File: src/rtl/psum_collector_if.sv
// ---------------------------------------------------------------------------
// psum_collector_if
//   Bundles the row-side psum bus and the downstream valid/ready handshake
//   of psum_collector.
//
//   Signals:
//     in_s      psum bus from the MAC row, column i at [i*psum_bw +: psum_bw]
//     valid_in  per-column valid, column i skewed i cycles after column 0
//     out_data  aligned row vector at the FIFO head (same packing as in_s)
//     out_valid FIFO non-empty
//     out_ready downstream accepts the head when out_valid && out_ready
//
//   Modports:
//     master  drives the row bus and out_ready (MAC row + writer side)
//     slave   the collector itself
// ---------------------------------------------------------------------------
interface psum_collector_if #(
    parameter int psum_bw = 16,
    parameter int col     = 8
);
    logic [psum_bw*col-1:0] in_s;
    logic [col-1:0]         valid_in;
    logic [psum_bw*col-1:0] out_data;
    logic                   out_valid;
    logic                   out_ready;

    modport master (
        output in_s, valid_in, out_ready,
        input  out_data, out_valid
    );

    modport slave (
        input  in_s, valid_in, out_ready,
        output out_data, out_valid
    );
endinterface

File: src/rtl/psum_collector.sv
// ---------------------------------------------------------------------------
// psum_collector
//   South-edge receiver for a row of MAC columns. Column i of the psum bus
//   fires i cycles after column 0; a (col-1-i)-stage pipe per column lines
//   the columns back up, complete waves are written into a small FIFO and
//   the FIFO head is offered downstream over valid/ready.
//
//   Ports:
//     clk       clock, all state on the rising edge
//     reset     asynchronous active-low reset
//     bus       psum_collector_if.slave (in_s, valid_in, out_data,
//               out_valid, out_ready)
//     vec_cnt   row vectors pushed since reset, wraps 0xFFFF -> 0
//     overflow  sticky, a complete wave arrived while the FIFO was full
//     skew_err  sticky, aligned valid bits disagreed (partial wave dropped)
//
//   Build option:
//     PSUM_COLLECTOR_RELU_EN  when defined, negative columns are clamped to
//                             zero before the FIFO write.
// ---------------------------------------------------------------------------
module psum_collector #(
    parameter int psum_bw = 16,
    parameter int col     = 8,
    parameter int depth   = 4
) (
    input  logic               clk,
    input  logic               reset,
    psum_collector_if.slave    bus,
    output logic [15:0]        vec_cnt,
    output logic               overflow,
    output logic               skew_err
);

    localparam int AW = $clog2(depth);

    typedef logic [psum_bw*col-1:0] vec_t;

    logic [col-1:0] av;   // aligned valid bits
    vec_t           ad;   // aligned data
    vec_t           wd;   // data written into the FIFO

    // ------------------------------------------------------------------
    // Deskew: column i is delayed by col-1-i cycles so every column of a
    // wave reaches the pipe outputs in the same cycle as column col-1.
    // ------------------------------------------------------------------
    for (genvar i = 0; i < col; i++) begin : g_col
        localparam int STG = col - 1 - i;

        if (STG == 0) begin : g_direct
            assign av[i]                     = bus.valid_in[i];
            assign ad[i*psum_bw +: psum_bw]  = bus.in_s[i*psum_bw +: psum_bw];
        end else begin : g_pipe
            logic [psum_bw-1:0] d_q [STG];
            logic               v_q [STG];

            always_ff @(posedge clk or negedge reset) begin
                if (!reset) begin
                    for (int k = 0; k < STG; k++) begin
                        d_q[k] <= '0;
                        v_q[k] <= 1'b0;
                    end
                end else begin
                    // NOTE: non-blocking assignments make every stage
                    // sample the previous stage's old value, so the
                    // order of these statements does not matter.
                    v_q[0] <= bus.valid_in[i];
                    if (bus.valid_in[i]) d_q[0] <= bus.in_s[i*psum_bw +: psum_bw];
                    for (int k = 1; k < STG; k++) begin
                        v_q[k] <= v_q[k-1];
                        // Data only moves with its valid; idle slots keep
                        // their contents and are ignored downstream.
                        if (v_q[k-1]) d_q[k] <= d_q[k-1];
                    end
                end
            end

            assign av[i]                    = v_q[STG-1];
            assign ad[i*psum_bw +: psum_bw] = d_q[STG-1];
        end
    end

    // ------------------------------------------------------------------
    // Optional ReLU on the aligned vector.
    // ------------------------------------------------------------------
    always_comb begin
        wd = ad;
`ifdef PSUM_COLLECTOR_RELU_EN
        for (int c = 0; c < col; c++) begin
            if ($signed(ad[c*psum_bw +: psum_bw]) < 0) wd[c*psum_bw +: psum_bw] = '0;
        end
`endif
    end

    // ------------------------------------------------------------------
    // Output FIFO. Pointers carry one extra bit to tell full from empty.
    // ------------------------------------------------------------------
    logic [AW:0] wptr_q, wptr_d;
    logic [AW:0] rptr_q, rptr_d;
    logic [15:0] vec_cnt_q, vec_cnt_d;
    logic        overflow_q, overflow_d;
    logic        skew_err_q, skew_err_d;
    vec_t        mem_q [depth];

    logic empty, full, pop, push_req, push_ok;

    assign empty    = (wptr_q == rptr_q);
    assign full     = (wptr_q[AW] != rptr_q[AW]) && (wptr_q[AW-1:0] == rptr_q[AW-1:0]);
    assign pop      = !empty && bus.out_ready;
    assign push_req = &av;
    // A pop in the same cycle frees the slot the push is about to use.
    assign push_ok  = push_req && (!full || pop);

    // NOTE: every variable gets a default at the top of the block, so no
    // path leaves one unassigned and no latch is inferred.
    always_comb begin
        wptr_d     = wptr_q + {{AW{1'b0}}, push_ok};
        rptr_d     = rptr_q + {{AW{1'b0}}, pop};
        vec_cnt_d  = vec_cnt_q + {15'd0, push_ok};
        overflow_d = overflow_q | (push_req && !push_ok);
        skew_err_d = skew_err_q | ((|av) && !(&av));
    end

    always_ff @(posedge clk or negedge reset) begin
        if (!reset) begin
            wptr_q     <= '0;
            rptr_q     <= '0;
            vec_cnt_q  <= '0;
            overflow_q <= 1'b0;
            skew_err_q <= 1'b0;
        end else begin
            wptr_q     <= wptr_d;
            rptr_q     <= rptr_d;
            vec_cnt_q  <= vec_cnt_d;
            overflow_q <= overflow_d;
            skew_err_q <= skew_err_d;
        end
    end

    // NOTE: the storage array has no reset; it is only read through
    // pointers that reset clears, and out_data is masked while empty.
    always_ff @(posedge clk) begin
        if (push_ok) mem_q[wptr_q[AW-1:0]] <= wd;
    end

    assign bus.out_valid = !empty;
    assign bus.out_data  = empty ? '0 : mem_q[rptr_q[AW-1:0]];
    assign vec_cnt       = vec_cnt_q;
    assign overflow      = overflow_q;
    assign skew_err      = skew_err_q;

endmodule

File: src/flat_wrapper.sv
// flat-port wrapper written by rule: the top's interface ports become plain ports
module psum_collector_flat 
#(
    parameter int psum_bw = 16,
    parameter int col     = 8,
    parameter int depth   = 4
)
  (clk, reset, vec_cnt, overflow, skew_err, bus_in_s, bus_valid_in, bus_out_ready, bus_out_data, bus_out_valid);
  psum_collector_if #(.psum_bw(psum_bw), .col(col)) bus_i ();
  input  logic clk;
  input  logic reset;
  output logic [15:0] vec_cnt;
  output logic overflow;
  output logic skew_err;
  input wire logic [$bits(bus_i.in_s)-1:0] bus_in_s;
  input wire logic [$bits(bus_i.valid_in)-1:0] bus_valid_in;
  input wire logic [$bits(bus_i.out_ready)-1:0] bus_out_ready;
  output wire logic [$bits(bus_i.out_data)-1:0] bus_out_data;
  output wire logic [$bits(bus_i.out_valid)-1:0] bus_out_valid;
  assign bus_i.in_s = bus_in_s;
  assign bus_i.valid_in = bus_valid_in;
  assign bus_i.out_ready = bus_out_ready;
  assign bus_out_data = bus_i.out_data;
  assign bus_out_valid = bus_i.out_valid;
  psum_collector #(.psum_bw(psum_bw), .col(col), .depth(depth)) u_core (.clk(clk), .reset(reset), .bus(bus_i), .vec_cnt(vec_cnt), .overflow(overflow), .skew_err(skew_err));
endmodule
File: config.mk
export PLATFORM = sky130hd
export DESIGN_NAME = psum_collector_flat
export DESIGN_NICKNAME = d
export VERILOG_FILES = /design/src/rtl/psum_collector_if.sv /design/src/rtl/psum_collector.sv /design/src/flat_wrapper.sv
export SDC_FILE = /design/constraint.sdc
export NUM_CORES = 1
export LEC_CHECK = 0
export CAP_MARGIN = 20
export CORE_AREA = 2 2 358 272
export CTS_BUF_LIST = sky130_fd_sc_hd__clkbuf_8
export DETAILED_ROUTE_END_ITERATION = 10
export DIE_AREA = 0 0 360 274
export GPL_TIMING_DRIVEN = 1
export RECOVER_POWER = 50
export SLEW_MARGIN = 20
export SYNTH_ARGS = -nofsm -noshare
export SYNTH_HDL_FRONTEND = slang
export SYNTH_SLANG_ARGS = --single-unit
File: constraint.sdc
create_clock -name clk -period 11.05 [get_ports clk]
set_input_delay 2.21 -clock clk [delete_from_list [all_inputs] [get_ports clk]]
set_output_delay 2.21 -clock clk [all_outputs]
set_load 0.01 [all_outputs]
==> results of run 1 <==
==> synth_stat cells (2+ instances only) <==
cell type and n:
nor2b_4 6, and3_1 7, buf_12 11, clkbuf_1 32, inv_1 2, nand4_1 4
xnor2_1 13, nand3_1 7, buf_8 3, nor2b_1 123, mux2_2 448, xor2_1 6
mux4_2 128, nand2_1 3, nor3b_1 2, dfrtp_1 500, ha_1 6, buf_2 53
edfxtp_1 512, nor4_1 3
==> worst min path at each step <==
stage / from / slack, ps / to
after floorplan: u_core.g_col[0].g_pipe.v_q[1]$_DFF_PN0_ / 350 / u_core.av[0]$_DFF_PN0_
after global placement: u_core.overflow$_DFF_PN0_ / 450 / u_core.overflow$_DFF_PN0_
after detailed placement: u_core.overflow$_DFF_PN0_ / 460 / u_core.overflow$_DFF_PN0_
after CTS: u_core.overflow$_DFF_PN0_ / 470 / u_core.overflow$_DFF_PN0_
after global routing: u_core.overflow$_DFF_PN0_ / 500 / u_core.overflow$_DFF_PN0_
final: u_core.overflow$_DFF_PN0_ / 460 / u_core.overflow$_DFF_PN0_
==> layout make-up <==
| cell class | instances | area [µm²] |
|---|---|---|
| multi-input cells | 764 | 9251 |
| clock buffers | 185 | 2546 |
| repair buffers | 306 | 3019 |
| diodes | 3 | 7.507 |
| fillers | 8022 | 50860 |
| inverters | 2 | 7.507 |
| clock inverters | 108 | 585.6 |
| well taps | 1262 | 1579 |
| flip-flops and latches | 1012 | 27890 |
==> cells by family after synthesis <==
family | count (synthesis) | synth area share, %
buffers and inverters | 102 | 1.772
multiplexers | 576 | 20.98
flip-flops | 1012 | 73.81
AND/OR/NAND/NOR | 161 | 2.762
adder cells (fa/ha/maj) | 6 | 0.1987
AO/OA/AOI/OAI | 2 | 0.03311
XOR/XNOR | 19 | 0.4405
==> state kept, by name, indices dropped and copies added (netlist names) <==
register / flops
u_core.ad: 96
u_core.av: 6
u_core.g_col.g_pipe.d_q: 352
u_core.g_col.g_pipe.v_q: 22
u_core.mem_q: 512
u_core.overflow: 1
u_core.rptr_q: 3
u_core.skew_err: 1
u_core.vec_cnt: 16
u_core.wptr_q: 3
==> power by group through the flow <==
stage | registers, mW | logic, mW | clock network [mW]
after floorplan | 4.64 | 1.51 | 0
after global placement | 4.80 | 2.37 | 0
after detailed placement | 4.83 | 2.39 | 0
after CTS | 4.76 | 2.40 | 3.17
after global routing | 4.82 | 2.51 | 3.35
final | 4.75 | 2.34 | 3.06
==> critical path: cells and delay by family, from the launching register on <==
| kind | cells | cell delay [ps] |
|---|---|---|
| buf+inv | 2 | 2990 |
| flops | 1 | 870 |
| xor+xnor | 1 | 260 |
| simple gates | 2 | 840 |
==> metal layers <==
metal	part of all wire (%)	vias up	global-route usage, %
li1	-	7896	-
met1	47	9584	22.58
met2	47	397	25.36
met3	4.1	124	3.298
met4	2.0	0	5.318
met5	0	-	0
==> per-stage QoR <==
step	setup WS [ps]	std cells	area (µm²)	TNS, ps	util, %
5_1_grt	2269	3642	44890	0	46.88
3_3_place_gp	5401	3346	41770	0	43.62
4_1_cts	4450	3639	44900	0	46.89
3_5_place_dp	5349	3346	41770	0	43.62
2_1_floorplan	-1627	1878	37780	-534760	-
6_report	3048	3642	44890	0	46.88
==> results.toml, run 1 <==
[run_status]
status = "complete, but fails checks"
violations = "capacitance limit, slew limit"

[detailed_routing]
drt_iter0_markers = 1179
wire_per_inst_um = 21.51
drt_wl_total_mm = 78.34
postRouteAntennaNets = 0
via_count = 18001
vias_per_cell = 4.943
drt_pass1_iterations = 6
drc = 0

[timing]
hold_viol_final = 0
worst_pin_slew_ps = 6340
clock_skew_ps = 23.73
period_needed_ps = 8002
drv_slew = 186
grt_setup_unrepaired = "false"
finalCritPeriodShare_pct = 72.42
hold_ws_ps = 461.3
setup_violations = 0
slew_headroom_pct = -322.7
fmax_mhz = 125.0

[synth]
synthArstFlopShare_pct = 49.41
ys_ff_latch = 1012
synth_cell_types = 29
yosysTopAreaCell = "edfxtp_1"
avgSynthCellArea_um2 = 20.12
yosysSeqAreaShare_pct = 73.81
synth_area_leaders = "edfxtp_1, dfrtp_1, mux2_2, mux4_2, nor2b_1"
syn_inst = 1878
synthFlopType = "edfxtp_1"
synthesis.nets = 2023
synth_edf_count = 512
synth_top_area_share_pct = 40.69
yosysWarnings = 0
syn-cell-area_um2 = 37780

[setup_path]
setup.worst_path.start_class = "flip-flop"
reg2reg_to = "u_core.rptr_q[2]$_DFF_PN0_"
path_cells = "xor2_1 > nor3b_4 > clkbuf_1 > nor2b_1 > clkdlybuf4s50_1"
crit_slowest_cell = "clkbuf_1"
r2r_start = "u_core.rptr_q[1]$_DFF_PN0_"
cpPeakStageDelay_ps = 2310
worstSetupEndpoint = "bus_out_data[36]"
crit_start = "u_core.rptr_q[1]$_DFF_PN0_"
r2r_cells = 7
end_kind = "output port"
crit_required_ps = 8840
r2r_setup_slack_ps = 6390
crit_path_max_fanout = 47
worstPathArrival_ps = 5790
critical_path_class = "flip-flop to output port"

[power_and_ir_drop]
power_mw = 10.16
clock_power_share_pct = 30.1
switchingPower_mw = 2.758
ir_drop_v = 0.0001325
p_leak_nw = 16.74
p_seq_share_pct = 46.8
power_density_nw_per_um2 = 226.2
combPwrFrac_pct = 23.1
power.internal_mw = 7.398
power_switching_share_pct = 27.16

[final_layout]
layout.nets = 2388
final_common_cell = "edfxtp_1"
final_cell_mix = "edfxtp_1, dfrtp_1, mux2_2"
drive_gt1_share_pct = 34.58
area_delta_synth_final_pct = 18.82

[die]
num_io_pins = 286
core-area_um2 = 95750
rows = 99
die-area_um2 = 98640
start_util_pct = 39.46
die_w_um = 360
die_y_um = 274

[placement]
gp_congestion = 0.7471
dp_hpwl_mm = 47.55
port_buffers = 285

[global_route]
gr-total-overflow = 0
grt_max_degree = 170
grt_pass1_vias = 19631
grt_use_total_pct = 16.12
antenna_found_initial = 5
grt_pass1_wl_mm = 120.4

[clock_tree]
root_buffer = "clkbuf_8"
cts_tree = "yes"
clkLatencyLatePin_ps = 790
cts_sinks = 1012
post-cts-setup-buffers = 0
clk_path_buf_depth = 3
cts_resized = 0
cts.reportedPaths.clkPinSlew_ps = 60
cts_inserted_buffers = 157
htree_levels = 4
ctsHoldBuffers = 0

[job]
drv_cap = 3

[min_path]
hold_path.class = "flip-flop to flip-flop"
min_path_cells = 1
Note: power is estimated with default switching activity, not from simulation.
==> inputs of run 2 (changes only) <==
==> constraint.sdc (replaced) <==
create_clock -name clk -period 8 [get_ports clk]
set_input_delay 1.6 -clock clk [delete_from_list [all_inputs] [get_ports clk]]
set_output_delay 1.6 -clock clk [all_outputs]
set_load 0.01 [all_outputs]
==> run 2 against run 1 <==
  * The run still ends with capacitance limit, slew limit left
  * Clock power increased by 42%
  * Sequential power increased by 38%
  * Clock skew increased by 21 ps
  * Highest routed layer is now met5
==> results.toml, run 2 (same netlist as run 1, synthesis figures left out) <==
[run_status]
status = "complete, but fails checks"
violations = "capacitance limit, slew limit"

[setup_path]
r2r_cells = 5
end_kind = "asynchronous set/reset pin"
path_delay_family = "buffers and inverters"
r2r_setup_slack_ps = 4350
crit_slowest_cell = "clkbuf_1"
critical_path_class = "input pin to asynchronous set/reset pin"
crit_required_ps = 8780
setup.worst_path.start_class = "input pin"
worstPathArrival_ps = 6370
r2r_start = "u_core.rptr_q[0]$_DFF_PN0_"
path_cells = "clkbuf_1 > buf_4"
path_buf_inv = 2
crit_path_max_fanout = 89
cpPeakStageDelay_ps = 3470
reg2reg_to = "u_core.mem_q[1][45]$_DFFE_PP_"

[timing]
grt_setup_unrepaired = "false"
slew_headroom_pct = -237.0
fmax_mhz = 178.9
finalCritPeriodShare_pct = 69.89
hold_viol_final = 0
setup_ws_ps = 2409
setup_violations = 0
clock_skew_ps = 44.72
drv_slew = 108
period_needed_ps = 5591
worst_pin_slew_ps = 5055

[detailed_routing]
wl_met1_mm = 36.38
met3WireLength_mm = 3.271
wire_per_inst_um = 21.37
drt_iter0_markers = 1037
drc = 0
postRouteAntennaNets = 0
via_count = 18002
drt_wl_total_mm = 78.00
highest_layer = "met5"
drt_pass1_iterations = 4
wl_met2_mm = 37.10
vias_per_cell = 4.932

[final_layout]
final_common_cell = "edfxtp_1"
drive_gt1_share_pct = 34.79
utilization_pct = 47.01
num-fill-cells = 8072
final_cell_mix = "edfxtp_1, dfrtp_1, mux2_2"
instances_no_fill = 3650
multi_input_area_um2 = 9251
largest_register_ffs = 512
final-seq-area_um2 = 27890
area_delta_synth_final_pct = 19.13
layout.nets = 2392

[clock_tree]
root_buffer = "clkbuf_8"
cts.reportedPaths.clkPinSlew_ps = 60
ctsHoldBuffers = 0
post-cts-setup-buffers = 0
cts_sinks = 1012
cts_tree = "yes"
clk_path_buf_depth = 3
cts_inserted_buffers = 163
cts_resized = 0
clkLatencyLatePin_ps = 800
htree_levels = 4

[global_route]
grt_max_degree = 160
antenna_found_initial = 8
grt_pass1_vias = 19867
grt_use_total_pct = 16.11
grt_pass1_wl_mm = 120.5
gr-total-overflow = 0

[min_path]
min_path_cells = 1
hold_path.class = "flip-flop to flip-flop"
min_to = "u_core.ad[67]$_DFFE_PN0P_"
min_from = "u_core.g_col[4].g_pipe.d_q[19]$_DFFE_PN0P_"

[placement]
post-place-ws_ps = 3130
dp.cells = 3344
gp_congestion = 0.7344
dp_hpwl_mm = 46.79
port_buffers = 285

[die]
die-area_um2 = 98640
die_w_um = 360
num_io_pins = 286
start_util_pct = 39.46
die_y_um = 274
rows = 99
core-area_um2 = 95750

[job]
drv_cap = 2

[power_and_ir_drop]
ir_drop_v = 0.0001554
p_leak_nw = 16.81
power_mw = 14.18
power_density_nw_per_um2 = 315.1
-- run 2: worst max path at each step --
stage,start,end,slack [ps],depth (start not counted)
global route,reset,u_core.vec_cnt[4]$_DFF_PN0_,1390,2
detailed placement,bus_valid_in[7],u_core.mem_q[1][56]$_DFFE_PP_,3130,6
CTS,u_core.rptr_q[0]$_DFF_PN0_,bus_out_data[100],2460,4
finish,reset,u_core.vec_cnt[13]$_DFF_PN0_,2410,2
global placement,bus_valid_in[7],u_core.mem_q[1][56]$_DFFE_PP_,3150,6
floorplan,bus_valid_in[7],u_core.mem_q[2][0]$_DFFE_PP_,-4070,4
-- run 2: power breakdown --
part	switching (mW)	internal, mW	leakage (nW)
logic	1.39	1.88	4.40
clock network	2.01	2.34	1.88
registers	0.465	6.10	10.5
-- run 2: cell type report --
class                   instances  area share, %
well taps                    1262          3.508
diodes                          2        0.01112
inverters                       2        0.01668
multi-input cells             764          20.55
flip-flops and latches       1012          61.98
clock inverters               117          1.504
clock buffers                 187          5.718
repair buffers                304          6.711
-- run 2: routing by layer --
| layer | GRT usage, % | vias to the layer above |
|---|---|---|
| met3 | 3.474 | 111 |
| met5 | 0 | - |
| met2 | 25.26 | 414 |
| li1 | - | 7898 |
| met1 | 22.67 | 9575 |
| met4 | 4.876 | 4 |
-- run 2: stage by stage --
step            TNS, ps  hold WS [ps]  instance area (µm²)
6_report              0         455.7                45010
5_1_grt               0         482.9                45010
4_1_cts               0         439.6                45020
3_5_place_dp          0         466.4                41770
3_3_place_gp          0         458.9                41770
2_1_floorplan  -1471720         351.9                37780
==> inputs of run 3 (changes only) <==
==> constraint.sdc (replaced) <==
create_clock -name clk -period 5.6 [get_ports clk]
set_input_delay 1.12 -clock clk [delete_from_list [all_inputs] [get_ports clk]]
set_output_delay 1.12 -clock clk [all_outputs]
set_load 0.01 [all_outputs]
==> run 3 against run 2 <==
  * Sequential power increased by 42%
  * Largest cell class unchanged
  * Final area is essentially flat
  * Routed wire length down 3.2%
  * The run still ends with capacitance limit, slew limit left
  * Critical path depth rose by 2
==> results.toml, run 3 (same netlist as run 1, synthesis figures left out) <==
[run_status]
status = "complete, but fails checks"
violations = "capacitance limit, slew limit"

[placement]
gp_congestion = 0.7233
dp_hpwl_mm = 43.24
dpl_cell_area_um2 = 41870
port_buffers = 285
post-place-ws_ps = 1631

[timing]
fmax_mhz = 205.4
grt_setup_unrepaired = "false"
drv_slew = 222
fin_tns_setup_ps = 0
clock_skew_ps = 32.89
worst_pin_slew_ps = 3000
period_needed_ps = 4868
setup_violations = 0
setup_ws_ps = 732.0
hold_viol_final = 0
finalCritPeriodShare_pct = 86.93
slew_headroom_pct = -99.97

[die]
start_util_pct = 39.46
die-area_um2 = 98640
core-area_um2 = 95750
die_y_um = 274
rows = 99
die_w_um = 360
num_io_pins = 286

[clock_tree]
cts_tree = "yes"
ctsHoldBuffers = 0
clkLatencyLatePin_ps = 820
cts_sinks = 1012
cts_inserted_buffers = 158
cts.reportedPaths.clkPinSlew_ps = 60
clk_path_buf_depth = 3
root_buffer = "clkbuf_8"
cts_resized = 0
post-cts-setup-buffers = 0
htree_levels = 4

[global_route]
grt_pass1_vias = 19183
antenna_found_initial = 5
gr-total-overflow = 0
grt_use_total_pct = 15.48
grt_max_degree = 131
grt_pass1_wl_mm = 115.7

[detailed_routing]
drc = 0
postRouteAntennaNets = 0
drt_iter0_markers = 961
wire_per_inst_um = 20.76
drt_pass1_iterations = 4
drt_wl_total_mm = 75.52
vias_per_cell = 4.928
via_count = 17929

[final_layout]
num-fill-cells = 8029
layout.nets = 2383
drive_gt1_share_pct = 34.47
area_delta_synth_final_pct = 19.18
multi_input_area_um2 = 9270
largest_register_ffs = 512
final-seq-area_um2 = 27890
final_area_um2 = 45030
final_common_cell = "edfxtp_1"
final_cell_mix = "edfxtp_1, dfrtp_1, mux2_2"

[min_path]
hold_path.class = "flip-flop to flip-flop"

[power_and_ir_drop]
p_leak_nw = 16.82
power_density_nw_per_um2 = 445.9
ir_drop_v = 0.0006119

[setup_path]
setup.worst_path.start_class = "flip-flop"
critical_path_class = "flip-flop to output port"
crit_required_ps = 4480
worstPathArrival_ps = 3750
crit_path_max_fanout = 94
end_kind = "output port"

[job]
drv_cap = 4
## run 3: path summary, 6_finish.rpt
| check | startpoint | endpoint | slack, ps | depth (start not counted) |
|---|---|---|---|---|
| setup / recovery | u_core.rptr_q[1]$_DFF_PN0_ | bus_out_data[36] | 730 | 4 |
| hold / removal | u_core.overflow$_DFF_PN0_ | u_core.overflow$_DFF_PN0_ | 460 | 1 |
| setup reg to reg | u_core.rptr_q[1]$_DFF_PN0_ | u_core.mem_q[3][40]$_DFFE_PP_ | 2360 | 6 |
| hold reg to reg | u_core.overflow$_DFF_PN0_ | u_core.overflow$_DFF_PN0_ | 460 | 1 |
| max in group asynchronous | reset | u_core.g_col[2].g_pipe.v_q[3]$_DFF_PN0_ | 1500 | 2 |
| min in group asynchronous | reset | u_core.g_col[1].g_pipe.d_q[87]$_DFFE_PN0P_ | 1250 | 1 |
## run 3: metrics by stage
stage / hold slack (ps) / std cells / utilization (%) / power, mW
global route: 470.8 / 3637 / 47.03 / 21.11
CTS: 365.1 / 3635 / 47.05 / 20.45
finish: 459.6 / 3638 / 47.03 / 20.08
global placement: 442.0 / 3340 / 43.72 / 14.14
detailed placement: 451.4 / 3340 / 43.72 / 14.23
floorplan: 351.9 / 1878 / - / 12.13
## run 3: cell type report
type | instances | share of cell area, %
multi-input combinational | 764 | 20.59
sequential | 1012 | 61.95
antenna | 3 | 0.01667
tap | 1262 | 3.507
clock inverter | 114 | 1.542
inverter | 2 | 0.01667
timing repair buffer | 300 | 6.852
clock buffer | 181 | 5.532
## run 3: critical path: stages (launching register included)
cell and delay (ps):
dfrtp_4 880, buf_12 520, mux4_2 330, nor2b_1 390, clkdlybuf4s50_1 630
## run 3: routing by layer
metal  global-route usage [%]  share of wire [%]
met1                    21.28                 46
met2                    24.65                 48
met3                    3.311                4.3
met4                    5.208                1.9
met5                        0                  0
## run 3: report_power, final
part / internal [mW] / total, mW / switching [mW]
Sequential: 8.71 / 9.34 / 0.632
Clock: 3.29 / 6.12 / 2.83
Combinational: 2.71 / 4.62 / 1.91
